<file path="src/rtl/adder_pkg.sv">
// Shared types and sizing helpers for the digit-serial adder.
package adder_pkg;

    typedef enum logic [1:0] {
        IDLE = 2'd0,
        RUN  = 2'd1,
        DONE = 2'd2
    } state_t;

    localparam int DEF_N = 8;
    localparam int DEF_D = 1;

    function automatic int digit_count(input int n, input int d);
        return n / d;
    endfunction

    // One spare bit so the counter never wraps before reaching its terminal count.
    function automatic int cnt_width(input int n, input int d);
        return $clog2(n / d) + 1;
    endfunction

endpackage

</file>
<file path="src/rtl/digit_adder.sv">
// Combinational D-bit ripple of full-adder cells; also exposes the carry into the top bit.
module digit_adder #(
    parameter int D = 1
) (
    input  logic [D-1:0] x,
    input  logic [D-1:0] y,
    input  logic         ci,
    output logic [D-1:0] s,
    output logic         co,
    output logic         c_msb
);

    logic [D:0] w_c;

    assign w_c[0] = ci;

    for (genvar gi = 0; gi < D; gi++) begin : g_fa
        assign s[gi]     = x[gi] ^ y[gi] ^ w_c[gi];
        assign w_c[gi+1] = (x[gi] & y[gi]) | (w_c[gi] & (x[gi] ^ y[gi]));
    end

    assign co    = w_c[D];
    assign c_msb = w_c[D-1];

endmodule

</file>
<file path="src/rtl/serial_adder.sv">
// Multi-cycle N-bit adder working D bits per clock with a start/done handshake.
// Define SERIAL_ADDER_SUB_EN to add the 'sub' input (a - b via inverted B and forced carry-in).
module serial_adder
    import adder_pkg::*;
#(
    parameter int N = DEF_N,
    parameter int D = DEF_D
) (
    input  logic         clk,
    input  logic         reset,
    input  logic         start,
`ifdef SERIAL_ADDER_SUB_EN
    input  logic         sub,
`endif
    input  logic [N-1:0] a,
    input  logic [N-1:0] b,
    input  logic         cin,
    output logic         ready,
    output logic         busy,
    output logic         done,
    output logic [N-1:0] sum,
    output logic         cout,
    output logic         overflow
);

    localparam int NDIG = digit_count(N, D);
    localparam int CW   = cnt_width(N, D);
    localparam logic [CW-1:0] LAST = CW'(NDIG - 1);

    state_t         r_state;
    state_t         w_state_next;
    logic [N-1:0]   r_a;
    logic [N-1:0]   r_b;
    logic [N-1:0]   r_acc;
    logic [N-1:0]   r_sum;
    logic           r_carry;
    logic           r_cout;
    logic           r_ovf;
    logic [CW-1:0]  r_cnt;

    logic [D-1:0]   w_s;
    logic           w_co;
    logic           w_cmsb;
    logic           w_last;
    logic [N-1:0]   w_acc_next;
    logic [N-1:0]   w_b_in;
    logic           w_c_in;

`ifdef SERIAL_ADDER_SUB_EN
    assign w_b_in = sub ? ~b : b;
    assign w_c_in = sub | cin;
`else
    assign w_b_in = b;
    assign w_c_in = cin;
`endif

    digit_adder #(.D(D)) u_digit (
        .x     (r_a[D-1:0]),
        .y     (r_b[D-1:0]),
        .ci    (r_carry),
        .s     (w_s),
        .co    (w_co),
        .c_msb (w_cmsb)
    );

    // New digit enters at the top so the accumulator is aligned after the final digit.
    if (N == D) begin : g_single
        assign w_acc_next = w_s;
    end else begin : g_multi
        assign w_acc_next = {w_s, r_acc[N-1:D]};
    end

    assign w_last = (r_cnt == LAST);

    always_ff @(posedge clk or posedge reset) begin
        if (reset) begin
            r_state <= IDLE;
        end else begin
            r_state <= w_state_next;
        end
    end

    always_comb begin
        w_state_next = r_state;
        ready        = 1'b0;
        busy         = 1'b0;
        done         = 1'b0;
        case (r_state)
            IDLE: begin
                ready = 1'b1;
                if (start) w_state_next = RUN;
            end
            RUN: begin
                busy = 1'b1;
                if (w_last) w_state_next = DONE;
            end
            DONE: begin
                done         = 1'b1;
                w_state_next = IDLE;
            end
            default: w_state_next = IDLE;
        endcase
    end

    always_ff @(posedge clk or posedge reset) begin
        if (reset) begin
            r_a     <= '0;
            r_b     <= '0;
            r_acc   <= '0;
            r_sum   <= '0;
            r_carry <= 1'b0;
            r_cout  <= 1'b0;
            r_ovf   <= 1'b0;
            r_cnt   <= '0;
        end else begin
            case (r_state)
                IDLE: begin
                    if (start) begin
                        r_a     <= a;
                        r_b     <= w_b_in;
                        r_carry <= w_c_in;
                        r_acc   <= '0;
                        r_cnt   <= '0;
                    end
                end
                RUN: begin
                    r_a     <= r_a >> D;
                    r_b     <= r_b >> D;
                    r_acc   <= w_acc_next;
                    r_carry <= w_co;
                    r_cnt   <= r_cnt + 1'b1;
                    // Result registers load on the edge entering DONE so they are valid during done.
                    if (w_last) begin
                        r_sum  <= w_acc_next;
                        r_cout <= w_co;
                        r_ovf  <= w_co ^ w_cmsb;
                    end
                end
                default: ;
            endcase
        end
    end

    assign sum      = r_sum;
    assign cout     = r_cout;
    assign overflow = r_ovf;

endmodule

</file>
<file path="config.mk">
export PLATFORM = sky130hd
export DESIGN_NAME = serial_adder
export DESIGN_NICKNAME = d
export VERILOG_FILES = /design/src/rtl/adder_pkg.sv /design/src/rtl/digit_adder.sv /design/src/rtl/serial_adder.sv
export SDC_FILE = /design/constraint.sdc
export NUM_CORES = 1
export LEC_CHECK = 0
export BUFFER_PORTS_ARGS = -buffer_cell sky130_fd_sc_hd__buf_2
export CAP_MARGIN = 40
export CELL_PAD_IN_SITES_DETAIL_PLACEMENT = 0
export CELL_PAD_IN_SITES_GLOBAL_PLACEMENT = 2
export CORE_ASPECT_RATIO = 0.5
export CORE_UTILIZATION = 38
export CTS_CLUSTER_SIZE = 12
export DETAILED_ROUTE_END_ITERATION = 10
export PLACE_DENSITY = 0.85
export SYNTH_ARGS = -nofsm -noshare
export SYNTH_HDL_FRONTEND = slang
export SYNTH_SLANG_ARGS = --single-unit
</file>
<file path="constraint.sdc">
create_clock -name clk -period 3.5 [get_ports clk]
set_input_delay 0.525 -clock clk [delete_from_list [all_inputs] [get_ports clk]]
set_output_delay 0.525 -clock clk [all_outputs]
set_load 0.03 [all_outputs]
</file>
### After elaboration in Yosys (flattened, before gate mapping)

Cells that the tools add are included.
Widths: inputs -> output; s select.

* register bits after elaboration: 41
* latch bits: 0
* RAM bits: 0
* ROM bits: 0
* bits of input ports: 20
* output and inout port bits: 13
* word-level logic and storage cells: 42
* memories: 0

* add/subtract/negate cells: 1
* $mul: 0
* div/mod/pow operators: 0
* magnitude comparators: 0
* equal/unequal tests: 5
* shift operators: 0
* muxes and demuxes: 16
* bitwise gates (word level): 6
* reductions and logical operators: 5

Operators with widths (number)
* $pmux 8 s2: 3
* $mux 8: 3
* $pmux 4 s2: 1
* $reduce_and 2->1: 3
* $add 4x1->4 const B: 1
* $eq 4x3->1 const B: 1
* $mux 1: 4
* $mux 2: 2
* $mux 4: 1
* $ne 2x2->1 const B: 2
* $pmux 2 s2: 1
* $xor 1x1->1: 3
* $and 1x1->1: 2
* $eq 2x1->1 const B: 1
* $eq 2x2->1 const B: 1
* $logic_not 2->1: 1
* $pmux 1 s2: 1
* $reduce_bool 2->1: 1
* $or 1x1->1: 1

### Longest topological paths before layout

Gate-level depths: netlist of the first run.

* depth after elaboration: 4
* mapped depth: 5
* depth with buffers taken out: 4

### By module

Synthesis of the first run repeated with hierarchy kept, for this count alone.

* cells, all modules: 161
* area total of the unflattened synthesis: 1875.5 um2

By module, submodules not included
* serial_adder: times used 1, cells an instance 159, area an instance 1848.0 um2, seq. area each 1001.0 um2
* digit_adder: times used 1, cells an instance 2, area an instance 27.5 um2, seq. area each 0.0 um2

### Least setup slack after synthesis of the first run

No wires, ideal clock.

* kind: reg2out
* from: register r_state[0]
* to: output done
* arrival time: 1.188 ns
* data required time: 2.975 ns
* path slack: 1.787 ns
* stages on the path, launching flop included: 4
* path buffers: 2
* path through: dfrtp_1 > buf_2 > buf_2 > nor2b_1

* word-level cells in the longest chain between the ends: 2

RTL lines
* from (decl): line serial_adder.sv:30 `state_t r_state;`
* from (signal assigned): line serial_adder.sv:79 `r_state <= w_state_next;`
* $eq 2x2->1: line serial_adder.sv:88 `case (r_state)`
* $mux 1: line serial_adder.sv:88
* to (decl): line serial_adder.sv:20 `output logic done,`

No other way between the ends.

### Worst setup path in the final report of the first run

* from: register r_state[1]
* to: output busy

* word-level cells in the longest chain between the ends: 2

RTL lines
* $eq 2x1->1: line serial_adder.sv:88
* $mux 1: line serial_adder.sv:88
* to (decl): line serial_adder.sv:19 `output logic busy,`

No other way between the ends.

==> results.cfg, run 1 <==
[route]
vias = 1264
wirelength_mm = 3.47
drt-initial-drc-count = 48
ant_nets = 0
first_pass_iters = 4
wire_per_inst_microns = 13.9
drc = 0
vias_per_cell = 5.06

[timing]
setup_viol = 0
fin_crit_ns = 2.39
hold_violations = 0
slew_violations = 0
relSlewSlack_pct = 44.7
whs_ns = 0.343
rsz0062_at_grt = no
setup_tns_ns = 0
tightestPinTransition_ns = 0.825
fin_crit_sh_pct = 68.3
clock_skew_ns = 0.00353
fmax_mhz = 419

[critical_path]
path_class = register to primary output
rrSetupSlack_ns = 1.32
reg2reg_depth = 3
cp-start-kind = register
worstPathArrival_ns = 1.86
regToRegEndpoint = overflow$_DFFE_PP0P_
crit_required_ns = 2.97
worstReg2RegStart = r_state[1]$_DFFE_PP0P_
endpoint_kind = primary output
crit_fanout = 23

[synthesis]
synth_area_sq_um = 1780
netlist_instances = 159
syn_area_per_cell_sq_um = 11.2
ys_seq_area_share_pct = 56.1
synthDistinctLibCells = 24
ys.warnings.count = 0
syn-num-nets = 181
yosys_register_bits = 40

[global_routing]
overflow = 0
grt_pass1_wl_mm = 6.22
grt_max_degree = 41
grt_pass1_vias = 1360
antenna_found_initial = 0
grt_usage_pct = 16.4

[clocking]
clockBufferDepth = 2
cts_buffers = 5
post-cts-setup-buffers = 0
clock-sinks = 40
cts_tree = done
clk_pin_slew_ns = 0.08
clkLatencyLatePin_ns = 0.29
cts_hold_buf = 0
cts_max_level = 2
cts_root_buf = clkbuf_8
post_cts_resized = 0

[placed_design]
place_area_sq_um = 1990
gp_congestion = 0.653
port_buffers = 32
dpl.hpwl_mm = 2.25
placed_cells = 242

[min_path]
hold_path_class = input pin to async pin

[finish]
final_cells = 250
nNetsFinal = 214
area_growth_pct = 16.6
final_cell_area_sq_um = 2080
drive_gt1_share_pct = 30.6
diodes = 0

[power]
peakVddDrop_mv = 0.279
total_power_uw = 1820
p_leak_uw = 0.00104
power_density_nw_per_um2 = 874

[flow_run]
cap_viol_max_count = 0

[die]
io_pins = 33
die_x_microns = 98.9
core_sq_um = 4450
initial_core_util_pct = 40.1
rows = 17
fp.dieH_microns = 50.4
die_area_sq_um = 4990

[run_status]
status = completed
==> cells by family (layout without fill, tap and decap cells) <==
kind of cell               Yosys count  count (layout)  share of synthesized area, %
AOI/OAI and AO/OA                   51              51                          17.1
buffers and inverters               12              46                          3.37
DFF                                 40              40                          56.1
xor gates and xnor gates             1               1                         0.491
muxes                               11              11                          6.95
and+or+nand+nor                     42              42                          14.2
adders and majority gates            2               2                          1.82
==> cells in the final DEF, fill, tap and decap left out, types with 2 or more instances in the layout <==
master / n
a21oi_1: 18
a22o_1: 9
a22oi_1: 4
and3b_1: 10
and3b_2: 2
buf_2: 32
buf_4: 4
clkbuf_8: 5
clkinv_2: 2
dfrtp_1: 40
inv_1: 2
mux2_2: 11
nand2_1: 16
nor2_1: 3
nor2b_1: 7
o21ai_0: 18
==> how the worst max path moves through the flow <==
stage	from	end	slack (ns)	cells past startpoint
after detailed placement	r_state[1]$_DFFE_PP0P_	overflow$_DFFE_PP0P_	1.30	3
after global placement	r_state[1]$_DFFE_PP0P_	sum[0]$_DFFE_PP0P_	1.33	3
after CTS	r_state[1]$_DFFE_PP0P_	busy	1.07	3
after global routing	r_state[1]$_DFFE_PP0P_	busy	0.96	3
after floorplan	r_state[0]$_DFFE_PP0P_	done	1.79	3
final	r_state[1]$_DFFE_PP0P_	busy	1.11	3
==> worst max-delay path, cell delays in order, from the launching register on <==
cell	delay, ns
dfrtp_1	0.63
nand2b_2	0.34
inv_1	0.33
buf_2	0.28
==> Yosys cell counts <==
library cell / instances / area share (%)
nor2b_1: 7 / 2.5
a22o_1: 9 / 4.4
o21bai_1: 1 / 0.42
nor3_2: 1 / 0.56
nand3_1: 1 / 0.28
and3b_2: 2 / 1.1
a21oi_1: 18 / 5.1
nor2_1: 3 / 0.63
xor2_1: 1 / 0.49
buf_2: 6 / 1.7
fa_1: 1 / 1.1
mux2_2: 11 / 6.9
dfrtp_1: 40 / 56
nand2b_2: 1 / 0.49
and3b_1: 10 / 4.9
and2_1: 1 / 0.35
buf_6: 1 / 0.63
ha_1: 1 / 0.70
a22oi_1: 4 / 1.7
o21ai_0: 18 / 5.1
clkbuf_1: 3 / 0.63
nand2_1: 16 / 3.4
inv_1: 2 / 0.42
o31ai_1: 1 / 0.42
==> metrics by stage <==
| step | setup slack [ns] | util [%] |
|---|---|---|
| final | 1.11 | 46.8 |
| after global routing | 0.960 | 46.8 |
| after CTS | 1.07 | 46.8 |
| after detailed placement | 1.30 | 44.8 |
| after global placement | 1.33 | 44.6 |
| after floorplan | 1.79 | - |
==> sequential cells by signal, summed over array words and instances, names as in the netlist <==
signal / flops
cout: 1
r_a: 8
r_b: 8
sum: 8
r_carry: 1
overflow: 1
r_state: 2
r_cnt: 4
r_acc: 7
==> per-layer routing <==
metal | GRT usage, % | vias to the layer above | share of wire (%)
met1 | 20.1 | 610 | 50
met4 | 5.97 | 0 | 0.98
met2 | 28.2 | 20 | 46
met3 | 4.18 | 5 | 3.2
li1 | - | 629 | -
met5 | 0 | - | 0
==> report_power, final <==
group	switching [uW]	internal [uW]	total (uW)	leakage [uW]
logic	417	310	727	0.000470
registers	138	649	787	0.000522
clock network	165	139	304	0.0000479
total	720	1100	1820	0.00104
==> final cells by class <==
class / instances / area [sq um]
Timing Repair Buffer: 36 / 190
Inverter: 2 / 7.51
Fill cell: 446 / 2370
Clock inverter: 3 / 18.8
Multi-Input combinational cell: 107 / 722
Sequential cell: 40 / 1000
Clock buffer: 5 / 68.8
Tap cell: 57 / 71.3
Power figures use the tool's default switching activity.
==> inputs of run 2 (changes only) <==
--- a/config.mk
+++ b/config.mk
@@ -10,10 +10,10 @@
 export CELL_PAD_IN_SITES_DETAIL_PLACEMENT = 0
 export CELL_PAD_IN_SITES_GLOBAL_PLACEMENT = 2
 export CORE_ASPECT_RATIO = 0.5
-export CORE_UTILIZATION = 38
+export CORE_UTILIZATION = 35
 export CTS_CLUSTER_SIZE = 12
 export DETAILED_ROUTE_END_ITERATION = 10
-export PLACE_DENSITY = 0.85
+export PLACE_DENSITY = 0.8
 export SYNTH_ARGS = -nofsm -noshare
 export SYNTH_HDL_FRONTEND = slang
 export SYNTH_SLANG_ARGS = --single-unit
==> constraint.sdc (replaced) <==
create_clock -name clk -period 2.45 [get_ports clk]
set_input_delay 0.3675 -clock clk [delete_from_list [all_inputs] [get_ports clk]]
set_output_delay 0.3675 -clock clk [all_outputs]
set_load 0.03 [all_outputs]
==> run 2 against run 1 <==
Compared with the run above:
- combinational power increased by 47%
- count of clock-buffer cells in the layout is the same
- global-route usage down 0.82 points
- critical path type unchanged
- hold slack lost 0.16 ns
- clock power is 77% higher
- clock skew rose by 0.0028 ns
- die area rose by 8.3%
- via count rose by 2.5%
- sequential share of layout area down 1.1 points
- power rose by 49%
==> results.cfg, run 2 (same netlist as run 1, synthesis figures left out) <==
[run_status]
status = completed

[placed_design]
place_area_sq_um = 2020
place_ws_ns = 0.933
port_buffers = 32
gp_congestion = 0.681
dpl.hpwl_mm = 2.32

[timing]
hold_violations = 0
worst_slack_ns = 0.614
fin_crit_sh_pct = 74.9
relSlewSlack_pct = 66.3
tightestPinTransition_ns = 0.506
slew_violations = 0
clock_skew_ns = 0.00637
setup_viol = 0
rsz0062_at_grt = no
whs_ns = 0.186
setup_tns_ns = 0
fmax_mhz = 545
fin_crit_ns = 1.84

[critical_path]
path_buf_inv = 2
rrSetupSlack_ns = 0.96
path_class = register to primary output
endpoint_kind = primary output
path_cells = nand2b_2 > inv_1 > buf_2
max_stage_delay_ns = 0.38
critPathTopFamily = buffers and inverters
crit_required_ns = 2.08
crit_fanout = 12
cp-start-kind = register
worstPathArrival_ns = 1.47
slowest_stage = dfrtp_1

[global_routing]
overflow = 0
antenna_found_initial = 0
grt_pass1_wl_mm = 6.04
grt_usage_pct = 15.5
grt_pass1_vias = 1237
grt_max_degree = 41

[min_path]
hold_path_class = input pin to async pin

[finish]
area_growth_pct = 19.4
final_cell_area_sq_um = 2130
diodes = 0
final_cell_mix = 40 x dfrtp_1, 32 x buf_2, 18 x a21oi_1, 18 x o21ai_0, 16 x nand2_1
final_common_cell = dfrtp_1
nNetsFinal = 216
drive_gt1_share_pct = 31.3

[clocking]
clkLatencyLatePin_ns = 0.29
cts_hold_buf = 0
cts_max_level = 2
clock-sinks = 40
post-cts-setup-buffers = 0
post_cts_resized = 0
cts_root_buf = clkbuf_8
clk_pin_slew_ns = 0.08
cts_buffers = 5
cts_tree = done
clockBufferDepth = 2

[power]
peakVddDrop_mv = 0.405
p_leak_uw = 0.00106
power_density_nw_per_um2 = 1270
p_sw_uw = 1030
power_frac_comb_pct = 39.4
pwr-share-seq_pct = 40.8
swShare_pct = 38.1
intPower_uw = 1680
pwr-share-clk_pct = 19.8

[route]
vias_per_cell = 4.96
vias = 1295
wire_per_inst_microns = 13.9
wirelength_mm = 3.62
ant_nets = 0
first_pass_iters = 4
drc = 0
drt-initial-drc-count = 63

[die]
die_x_microns = 103
die_area_sq_um = 5400
core_sq_um = 4640
initial_core_util_pct = 38.5
fp.dieH_microns = 52.5
rows = 17
io_pins = 33

[flow_run]
cap_viol_max_count = 0
-- run 2: changes by cell type in the layout (fill, tap and decap cells not counted), sizes merged --
| cell | delta |
|---|---|
| buf | +2 |
| clkinv | -2 |
| bufinv | +1 |
| clkinvlp | +1 |
-- run 2: routing by layer --
layer,share of wire [%],vias up,global-route usage [%],wire length (microns)
met5,0,-,0,0
met4,0.39,0,5.63,14
met3,4.3,2,4.80,157
met2,45,27,24.0,1630
met1,50,633,20.6,1820
li1,-,633,-,-
-- run 2: worst paths after layout --
path,startpoint,to,cells past startpoint
max in group asynchronous,reset,r_b[2]$_DFFE_PP0P_,3
worst max-delay path,r_state[1]$_DFFE_PP0P_,busy,3
min in group clk,a[6],r_a[6]$_DFFE_PP0P_,3
worst min register to register,r_b[2]$_DFFE_PP0P_,r_b[2]$_DFFE_PP0P_,2
worst min-delay path,reset,r_acc[1]$_DFFE_PP0P_,3
worst max register to register,r_cnt[0]$_DFFE_PP0P_,cout$_DFFE_PP0P_,5
-- run 2: through the flow --
| stage | utilization [%] | power (uW) | cells |
|---|---|---|---|
| final | 45.9 | 2720 | 261 |
| after global routing | 45.9 | 2920 | 261 |
| after CTS | 45.9 | 2750 | 261 |
| after detailed placement | 43.5 | 2200 | 253 |
| after global placement | 43.5 | 2180 | 253 |
| after floorplan | - | 1910 | 159 |
-- run 2: power groups by stage --
stage          Clock, uW  Combinational (uW)  Sequential [uW]
3_3_place_gp           0                1060             1110
5_1_grt              578                1200             1150
4_1_cts              551                1090             1110
2_1_floorplan          0                 696             1210
6_report             538                1070             1110
3_5_place_dp           0                1080             1120
-- run 2: layout make-up --
type / instances / area (sq um)
clock buffers: 5 / 68.8
clock inverters: 3 / 42.5
fillers: 474 / 2510
inverters: 2 / 7.51
multi-input cells: 107 / 722
flip-flops and latches: 40 / 1000
well taps: 66 / 82.6
repair buffers: 38 / 205
-- run 2: worst reg2reg max path, delay by kind of cell (launching register included) --
kind / cells / cell delay, ns
flops: 1 / 0.39
mux: 1 / 0.35
simple gates: 2 / 0.20
buf+inv: 1 / 0.22
fa+ha+maj: 1 / 0.21
==> inputs of run 3 (changes only) <==
==> constraint.sdc (replaced) <==
create_clock -name clk -period 1.8 [get_ports clk]
set_input_delay 0.27 -clock clk [delete_from_list [all_inputs] [get_ports clk]]
set_output_delay 0.27 -clock clk [all_outputs]
set_load 0.03 [all_outputs]
==> run 3 against run 2 <==
Compared with the run above:
- final cell count up 1.5%
- non-clock buffer count grew 4
- die area is the same
- critical endpoint is now ready
- power rose by 32%
==> results.cfg, run 3 (same netlist as run 1, synthesis figures left out) <==
[run_status]
status = completed

[finish]
final_cell_mix = 40 x dfrtp_1, 32 x buf_2, 18 x a21oi_1, 18 x o21ai_0, 16 x nand2_1
final_common_cell = dfrtp_1
area_growth_pct = 19.8
diodes = 0
final_cells = 265
drive_gt1_share_pct = 32.7
nNetsFinal = 220
fill_cells = 456
final_cell_area_sq_um = 2140

[route]
wirelength_mm = 3.42
vias = 1283
wl_met2_mm = 1.49
wl_met3_microns = 137
wire_per_inst_microns = 12.9
drc = 0
drt-initial-drc-count = 42
first_pass_iters = 4
vias_per_cell = 4.84
highest-signal-layer = met4
drt-met1-wl_mm = 1.77
ant_nets = 0

[critical_path]
regToRegEndpoint = overflow$_DFFE_PP0P_
cp-start-kind = register
crit_fanout = 32
crit_required_ns = 1.53
endpoint_kind = primary output
rrSetupSlack_ns = 0.33
reg2reg_depth = 3
critical_path.startpoint = r_state[0]$_DFFE_PP0P_
worstReg2RegStart = r_carry$_DFFE_PP0P_
endpoint = ready
path_class = register to primary output
worstPathArrival_ns = 1.30

[clocking]
cts_max_level = 2
cts_root_buf = clkbuf_8
cts_hold_buf = 0
post-cts-setup-buffers = 0
cts_tree = done
clockBufferDepth = 2
post_cts_resized = 0
cts_buffers = 5
clk_pin_slew_ns = 0.08
clock-sinks = 40
clkLatencyLatePin_ns = 0.28

[global_routing]
grt_pass1_vias = 1277
overflow = 0
antenna_found_initial = 0
grt_max_degree = 41
grt_usage_pct = 14.8
grt_pass1_wl_mm = 5.95

[timing]
clock_skew_ns = 0.00428
slew_violations = 0
setup_tns_ns = 0
tightestPinTransition_ns = 0.507
relSlewSlack_pct = 66.2
hold_violations = 0
fin_crit_ns = 1.57
whs_ns = 0.0929
fmax_mhz = 638
rsz0062_at_grt = no
fin_crit_sh_pct = 87.1
setup_viol = 0

[die]
die_area_sq_um = 5400
rows = 17
die_x_microns = 103
initial_core_util_pct = 38.5
io_pins = 33
core_sq_um = 4640
fp.dieH_microns = 52.5

[placed_design]
port_buffers = 32
placed_cells = 257
dpl.hpwl_mm = 2.38
place_area_sq_um = 2050
gp_congestion = 0.744

[power]
power_density_nw_per_um2 = 1670
peakVddDrop_mv = 0.513
p_leak_uw = 0.00107

[min_path]
hold_path_class = input pin to async pin

[flow_run]
cap_viol_max_count = 0
## run 3: changes by cell type in the layout (fill, tap and decap cells not counted)
cell / delta
buf_4: +4
bufinv_16: -1
clkinv_2: +1
clkinv_4: +1
clkinvlp_4: -1
## run 3: where the power goes
part           switching, uW  leakage, uW  internal, uW  total, uW
combinational            834     0.000501           654       1490
clock                    310    0.0000479           270        580
sequential               247     0.000522          1260       1510
total                   1390      0.00107          2190       3580
## run 3: worst min path at each step
stage	endpoint	depth (start not counted)	from	slack, ns
after floorplan	r_a[1]$_DFFE_PP0P_	2	r_a[1]$_DFFE_PP0P_	0.45
after CTS	sum[1]$_DFFE_PP0P_	3	reset	0.11
final	sum[1]$_DFFE_PP0P_	3	reset	0.09
after global routing	r_acc[4]$_DFFE_PP0P_	3	reset	0.15
after detailed placement	sum[0]$_DFFE_PP0P_	3	reset	0.43
after global placement	sum[0]$_DFFE_PP0P_	3	reset	0.42
## run 3: worst max-delay path: stages, from the launching register on
cell	delay, ns
dfrtp_1	0.44
buf_4	0.31
nor2_1	0.08
buf_2	0.18
## run 3: through the flow
stage                     util, %  power [uW]  setup slack [ns]
after global routing         46.1        3890             0.117
after CTS                    46.1        3640             0.208
after floorplan                 -        2600             0.342
final                        46.1        3580             0.232
after global placement       44.2        3010             0.375
after detailed placement     44.2        3050             0.336
## run 3: final cells by class
| type | instances | area (sq um) | area share, % |
|---|---|---|---|
| flip-flops and latches | 40 | 1000 | 46.9 |
| well taps | 66 | 82.6 | 3.87 |
| repair buffers | 42 | 235 | 11.0 |
| clock inverters | 3 | 18.8 | 0.879 |
| inverters | 2 | 7.51 | 0.351 |
| multi-input cells | 107 | 722 | 33.8 |
| clock buffers | 5 | 68.8 | 3.22 |
## run 3: metal layers
layer  up-vias  track usage [%]
li1        640                -
met1       616             20.1
met2        25             23.4
met3         2             4.00
met4         0             4.23
met5         -                0
